$ cat config.mk
export PLATFORM = sky130hd
export DESIGN_NAME = l2_response_engine
export DESIGN_NICKNAME = d
export VERILOG_FILES = /design/src/rtl/l2_response_engine.sv
export SDC_FILE = /design/constraint.sdc
export NUM_CORES = 1
export LEC_CHECK = 0
export CORE_ASPECT_RATIO = 2
export CORE_MARGIN = 8
export CORE_UTILIZATION = 40
export CTS_CLUSTER_DIAMETER = 200
export DETAILED_ROUTE_END_ITERATION = 8
export GPL_TIMING_DRIVEN = 0
export PLACE_DENSITY = 0.83
export SLEW_MARGIN = 15
export SYNTH_ARGS = -nofsm -noshare
export SYNTH_HDL_FRONTEND = slang
export SYNTH_SLANG_ARGS = --single-unit
$ cat constraint.sdc
create_clock -name clk -period 5.5 [get_ports clk]
set_input_delay 0.825 -clock clk [delete_from_list [all_inputs] [get_ports clk]]
set_output_delay 0.825 -clock clk [all_outputs]
set_load 0.03 [all_outputs]
$ cat src/rtl/l2_response_engine.sv
// L2-side responder for L1 miss traffic: fixed-latency line-aligned acknowledgements,
// a one-entry evict buffer serialized against in-flight requests, and saturating statistics.
module l2_response_engine #(
  parameter int unsigned ADDRESS_WIDTH     = 32,
  parameter int unsigned BYTE_SELECT_WIDTH = 6,
  parameter int unsigned LATENCY           = 4,
  parameter int unsigned CNT_WIDTH         = 16
) (
  input  logic                     clk,
  input  logic                     rst_n,
  input  logic                     req_valid,
  output logic                     req_ready,
  input  logic [1:0]               req_op,
  input  logic [ADDRESS_WIDTH-1:0] req_addr,
  output logic                     rsp_valid,
  input  logic                     rsp_ready,
  output logic [1:0]               rsp_op,
  output logic [ADDRESS_WIDTH-1:0] rsp_addr,
  input  logic                     evict_in_valid,
  output logic                     evict_in_ready,
  input  logic [ADDRESS_WIDTH-1:0] evict_in_addr,
  output logic                     evict_out_valid,
  input  logic                     evict_out_ready,
  output logic [ADDRESS_WIDTH-1:0] evict_out_addr,
  input  logic                     clr_stats,
  output logic [CNT_WIDTH-1:0]     rd_cnt,
  output logic [CNT_WIDTH-1:0]     wr_cnt,
  output logic [CNT_WIDTH-1:0]     ev_cnt
);

  typedef enum logic [1:0] {
    S_IDLE,
    S_WAIT,
    S_RESP,
    S_EVICT
  } state_t;

  state_t                   r_state;
  state_t                   w_state_nxt;
  logic                     r_started;
  logic [7:0]               r_lat;
  logic [1:0]               r_op;
  logic [ADDRESS_WIDTH-1:0] r_addr;
  logic                     r_ev_full;
  logic [ADDRESS_WIDTH-1:0] r_ev_addr;
  logic [CNT_WIDTH-1:0]     r_rd_cnt;
  logic [CNT_WIDTH-1:0]     r_wr_cnt;
  logic [CNT_WIDTH-1:0]     r_ev_cnt;

  logic                     w_req_ready;
  logic                     w_rsp_valid;
  logic                     w_ev_out_valid;
  logic                     w_req_fire;
  logic                     w_rsp_fire;
  logic                     w_ev_fire;
  logic                     w_ev_capture;
  logic                     w_rsp_is_rd;
  logic [ADDRESS_WIDTH-1:0] w_req_line;
  logic [ADDRESS_WIDTH-1:0] w_ev_line;

  assign w_req_line   = {req_addr[ADDRESS_WIDTH-1:BYTE_SELECT_WIDTH], {BYTE_SELECT_WIDTH{1'b0}}};
  assign w_ev_line    = {evict_in_addr[ADDRESS_WIDTH-1:BYTE_SELECT_WIDTH], {BYTE_SELECT_WIDTH{1'b0}}};
  assign w_ev_capture = evict_in_valid && !r_ev_full;
  assign w_rsp_is_rd  = (r_op == 2'd0) || (r_op == 2'd3);

  function automatic logic [CNT_WIDTH-1:0] sat_inc(input logic [CNT_WIDTH-1:0] v);
    return (v == '1) ? v : v + CNT_WIDTH'(1);
  endfunction

  // r_started keeps req_ready low for the first cycle after reset, so that
  // only evict_in_ready is high in that cycle.
  always_comb begin
    w_state_nxt    = r_state;
    w_req_ready    = 1'b0;
    w_rsp_valid    = 1'b0;
    w_ev_out_valid = 1'b0;
    w_req_fire     = 1'b0;
    w_rsp_fire     = 1'b0;
    w_ev_fire      = 1'b0;
    case (r_state)
      S_IDLE: begin
        if (r_ev_full) begin
          w_state_nxt = S_EVICT;
        end else begin
          w_req_ready = r_started;
          if (req_valid && r_started) begin
            w_req_fire  = 1'b1;
            w_state_nxt = S_WAIT;
          end
        end
      end
      S_WAIT: begin
        if (r_lat == '0) w_state_nxt = S_RESP;
      end
      S_RESP: begin
        w_rsp_valid = 1'b1;
        if (rsp_ready) begin
          w_rsp_fire  = 1'b1;
          w_state_nxt = S_IDLE;
        end
      end
      S_EVICT: begin
        w_ev_out_valid = 1'b1;
        if (evict_out_ready) begin
          w_ev_fire   = 1'b1;
          w_state_nxt = S_IDLE;
        end
      end
      default: w_state_nxt = S_IDLE;
    endcase
  end

  always_ff @(posedge clk) begin
    if (!rst_n) begin
      r_state   <= S_IDLE;
      r_started <= 1'b0;
      r_lat     <= '0;
      r_op      <= '0;
      r_addr    <= '0;
    end else begin
      r_state   <= w_state_nxt;
      r_started <= 1'b1;
      if (w_req_fire) begin
        r_lat  <= 8'(LATENCY - 1);
        r_op   <= req_op;
        r_addr <= w_req_line;
      end else if (r_state == S_WAIT && r_lat != '0) begin
        r_lat <= r_lat - 8'd1;
      end
    end
  end

  // Capture and drain are mutually exclusive: capture needs an empty buffer.
  always_ff @(posedge clk) begin
    if (!rst_n) begin
      r_ev_full <= 1'b0;
      r_ev_addr <= '0;
    end else if (w_ev_fire) begin
      r_ev_full <= 1'b0;
    end else if (w_ev_capture) begin
      r_ev_full <= 1'b1;
      r_ev_addr <= w_ev_line;
    end
  end

  always_ff @(posedge clk) begin
    if (!rst_n || clr_stats) begin
      r_rd_cnt <= '0;
      r_wr_cnt <= '0;
      r_ev_cnt <= '0;
    end else begin
      if (w_rsp_fire && w_rsp_is_rd)  r_rd_cnt <= sat_inc(r_rd_cnt);
      if (w_rsp_fire && !w_rsp_is_rd) r_wr_cnt <= sat_inc(r_wr_cnt);
      if (w_ev_fire)                  r_ev_cnt <= sat_inc(r_ev_cnt);
    end
  end

  assign req_ready       = w_req_ready;
  assign rsp_valid       = w_rsp_valid;
  assign rsp_op          = r_op;
  assign rsp_addr        = r_addr;
  assign evict_in_ready  = !r_ev_full;
  assign evict_out_valid = w_ev_out_valid;
  assign evict_out_addr  = r_ev_addr;
  assign rd_cnt          = r_rd_cnt;
  assign wr_cnt          = r_wr_cnt;
  assign ev_cnt          = r_ev_cnt;

endmodule

==> results of run 1 <==
## routing by layer
layer / track usage / vias up / wire length (um)
met5: 0 / - / 0
met4: 0.09555 / 0 / 476
met3: 0.07191 / 33 / 1342
met2: 0.3615 / 180 / 9147
met1: 0.1751 / 2545 / 5481
li1: - / 2631 / -
## state kept, by name, summed over array words and instances (netlist names)
name	count
ev_cnt	16
r_ev_full	1
wr_cnt	16
rsp_addr	26
r_lat	8
r_started	1
r_state	2
rd_cnt	16
evict_out_addr	26
rsp_op	2
## synthesized netlist by cell type (all sizes together) (2+ instances only)
cell type  number
nand2         138
dfxtp         114
a21oi          84
clkbuf         28
nand4          22
nand3          19
nor2           17
buf            16
o21ai          16
or4            16
o31ai          15
nor3           14
or3            12
and3           10
and4           10
nor4            9
inv             8
a211oi          6
a31oi           6
mux2i           6
nand2b          6
xor2            6
a41o            5
ha              5
nor2b           5
o211ai          5
and2            3
a41oi           2
nand3b          2
o21a            2
o311ai          2
o41ai           2
## how the worst max path moves through the flow
stage | endpoint | slack [ns] | cells after the start
4_1_cts | req_ready | 2.61 | 4
3_3_place_gp | wr_cnt[10]$_SDFFE_PP0P_ | 2.57 | 5
6_report | req_ready | 2.62 | 4
2_1_floorplan | wr_cnt[7]$_SDFFE_PP0P_ | 3.38 | 6
3_5_place_dp | rd_cnt[5]$_SDFFE_PP0P_ | 2.54 | 6
5_1_grt | req_ready | 2.47 | 4
## logic make-up after synthesis
kind of cell             count (synthesis)
AND/OR/NAND/NOR                        288
adder cells (fa/ha/maj)                  5
buffers and inverters                   52
XOR/XNOR                                 7
flip-flops                             114
AO/OA/AOI/OAI                          150
other                                    1
multiplexers                             7
## critical path, stage by stage, from the launching register on
cell	delay (ns)
dfxtp_1	0.30
buf_4	0.16
nor3_1	0.33
and2_1	0.18
clkdlybuf4s50_1	0.68
## power breakdown
part	leakage, nW	switching [mW]	total, mW	internal [mW]
Combinational	1.48	0.177	0.308	0.131
Clock	0.277	0.400	1.06	0.661
Sequential	0.925	0.0195	0.876	0.856
Total	2.68	0.596	2.24	1.65
## area by class of cell
cell class	instances	area [um2]	share of cell area
Buffer	44	226.5	0.02985
Clock buffer	22	474.2	0.06250
Clock inverter	10	102.6	0.01352
Inverter	8	30.03	0.003958
Multi-Input combinational cell	469	2623	0.3456
Sequential cell	114	2282	0.3008
Tap cell	150	187.7	0.02474
Timing Repair Buffer	166	1662	0.2190
==> flow_summary.toml, run 1 <==
[min_path]
whs_path_depth = 2
min_from = "evict_out_addr[6]$_SDFFE_PN0P_"
hold_class = "reg -> reg"
min_to = "evict_out_addr[6]$_SDFFE_PN0P_"

[yosys]
synth_top_family_by_area = "simple AND/OR/NAND/NOR gates"
yosys_warnings = 0
synth_edf_count = 0
muxShareOfSynthArea = 0.01393
synth-seq-cells = 114
avgSynthCellArea_um2 = 8.205
synthTopCellsByArea = "dfxtp_1 (45%), nand2_1 (10%), a21oi_1 (8.2%)"
post_synth_num_cell_types = 54
synth_top_area_cell = "dfxtp_1"
syn_inst = 624
synth-simple-area-share = 0.2891
async_flop_share = 0
synthDominantCellAreaShare = 0.4457
seq_area_frac_synth = 0.4457
ys.flop_type = "dfxtp_1"
syn_area_um2 = 5120
synth-compound-area-share = 0.1747
synthAdderAreaFrac = 0.01222
synth_xor_area_frac = 0.01344

[power]
powerDensity_nw_per_um2 = 295.9
p_leak_nw = 2.682
ir_drop_v = 0.0002353
fin_total_pwr_mw = 2.245

[final_layout]
fin_util = 0.6043
finalInstanceArea_um2 = 7587
post_layout_nonfiller_instances = 983
synthToLayoutAreaGrowth_pct = 48.19
fillers = 1078
final_cell_mix = "clkdlybuf4s50_1 (166), nand2_1 (137), dfxtp_1 (114)"
antenna_cells = 0
final_common_cell = "clkdlybuf4s50_1"
fin_nets = 898
drive_gt1_frac = 0.06963

[sta]
drv_slew = 0
period_share = 0.5229
whs_ns = 0.4506
grt_setup_unrepaired = "no"
setup_violations = 0
layout_setup_ws_ns = 2.624
slew_headroom = 0.5010
worst_pin_slew_ns = 0.7427
skew_ns = 0.008896
hold_viol = 0
fin_tns_setup_ns = 0
finalCriticalPeriod_ns = 2.876
max_freq_mhz = 347.7

[floorplan]
rows = 58
die_area_um2 = 16900
start_util = 0.4078
pin_count = 191
fp.dieW_um = 96
core_um2 = 12550
die_h_um = 176

[worst_setup_path]
critPathArrivalTime_ns = 2.05
worstPathRequired_ns = 4.68
r2r_end = "wr_cnt[6]$_SDFFE_PP0P_"
crit_path_end_kind = "primary output"
reg2regPathDepth = 6
worstPathMaxFanout = 10
setup.worst_path.start = "r_state[1]$_SDFFE_PN0P_"
cp-start-kind = "flip-flop"
regToRegSetupSlack_ns = 3.37
path_class = "reg -> out"
timing.rr.start = "wr_cnt[0]$_SDFFE_PP0P_"

[clocking]
clk_latency_ns = 0.41
htreeDepth = 4
ctsRootBufferMaster = "clkbuf_16"
numCtsBuffers = 17
cts_sinks = 114
post_cts_resized = 0
postCtsSetupBuffers = 0
clk_path_buf_depth = 2
path_clk_slew_ns = 0.05
cts_tree = "done"
cts_hold_buf = 0

[route]
routedWlPerCell_um = 16.73
drc = 0
first_pass_iters = 7
wirelength_mm = 16.45
vias = 5389
viasPerCell = 5.482
antenna_left = 0
dr.first_iter.drc_count = 190

[run_status]
status = "finished, final reports clean"

[placed_design]
io_buffer_count = 166
dp_cells = 951
placed_area_um2 = 7010
gp_congestion = 0.8521
dp_slack_ns = 2.536
dp_hpwl_mm = 12.62

[global_routing]
grt_max_degree = 17
grt_pass1_vias = 5407
grt_pass1_wl_mm = 26.25
overflow = 0
antenna_found_initial = 0
grt_usage = 0.1952

[run]
drv_cap = 0
(Power assumes the default switching activity.)
==> run 2: changes to the inputs <==
==> constraint.sdc (replaced) <==
create_clock -name clk -period 2.8 [get_ports clk]
set_input_delay 0.42 -clock clk [delete_from_list [all_inputs] [get_ports clk]]
set_output_delay 0.42 -clock clk [all_outputs]
set_load 0.03 [all_outputs]
==> results of run 2 <==
Same layout as run 1 (identical final DEF). Status: finished, final reports clean.
Among the figures that moved: setup slack after placement 2.536 ns -> 0.2406 ns; setup slack after layout 2.624 ns -> 0.3293 ns; register-to-register setup slack 3.37 ns -> 0.67 ns; total power 2.245 mW -> 4.410 mW; worst IR drop on VDD 0.0002353 V -> 0.0004622 V
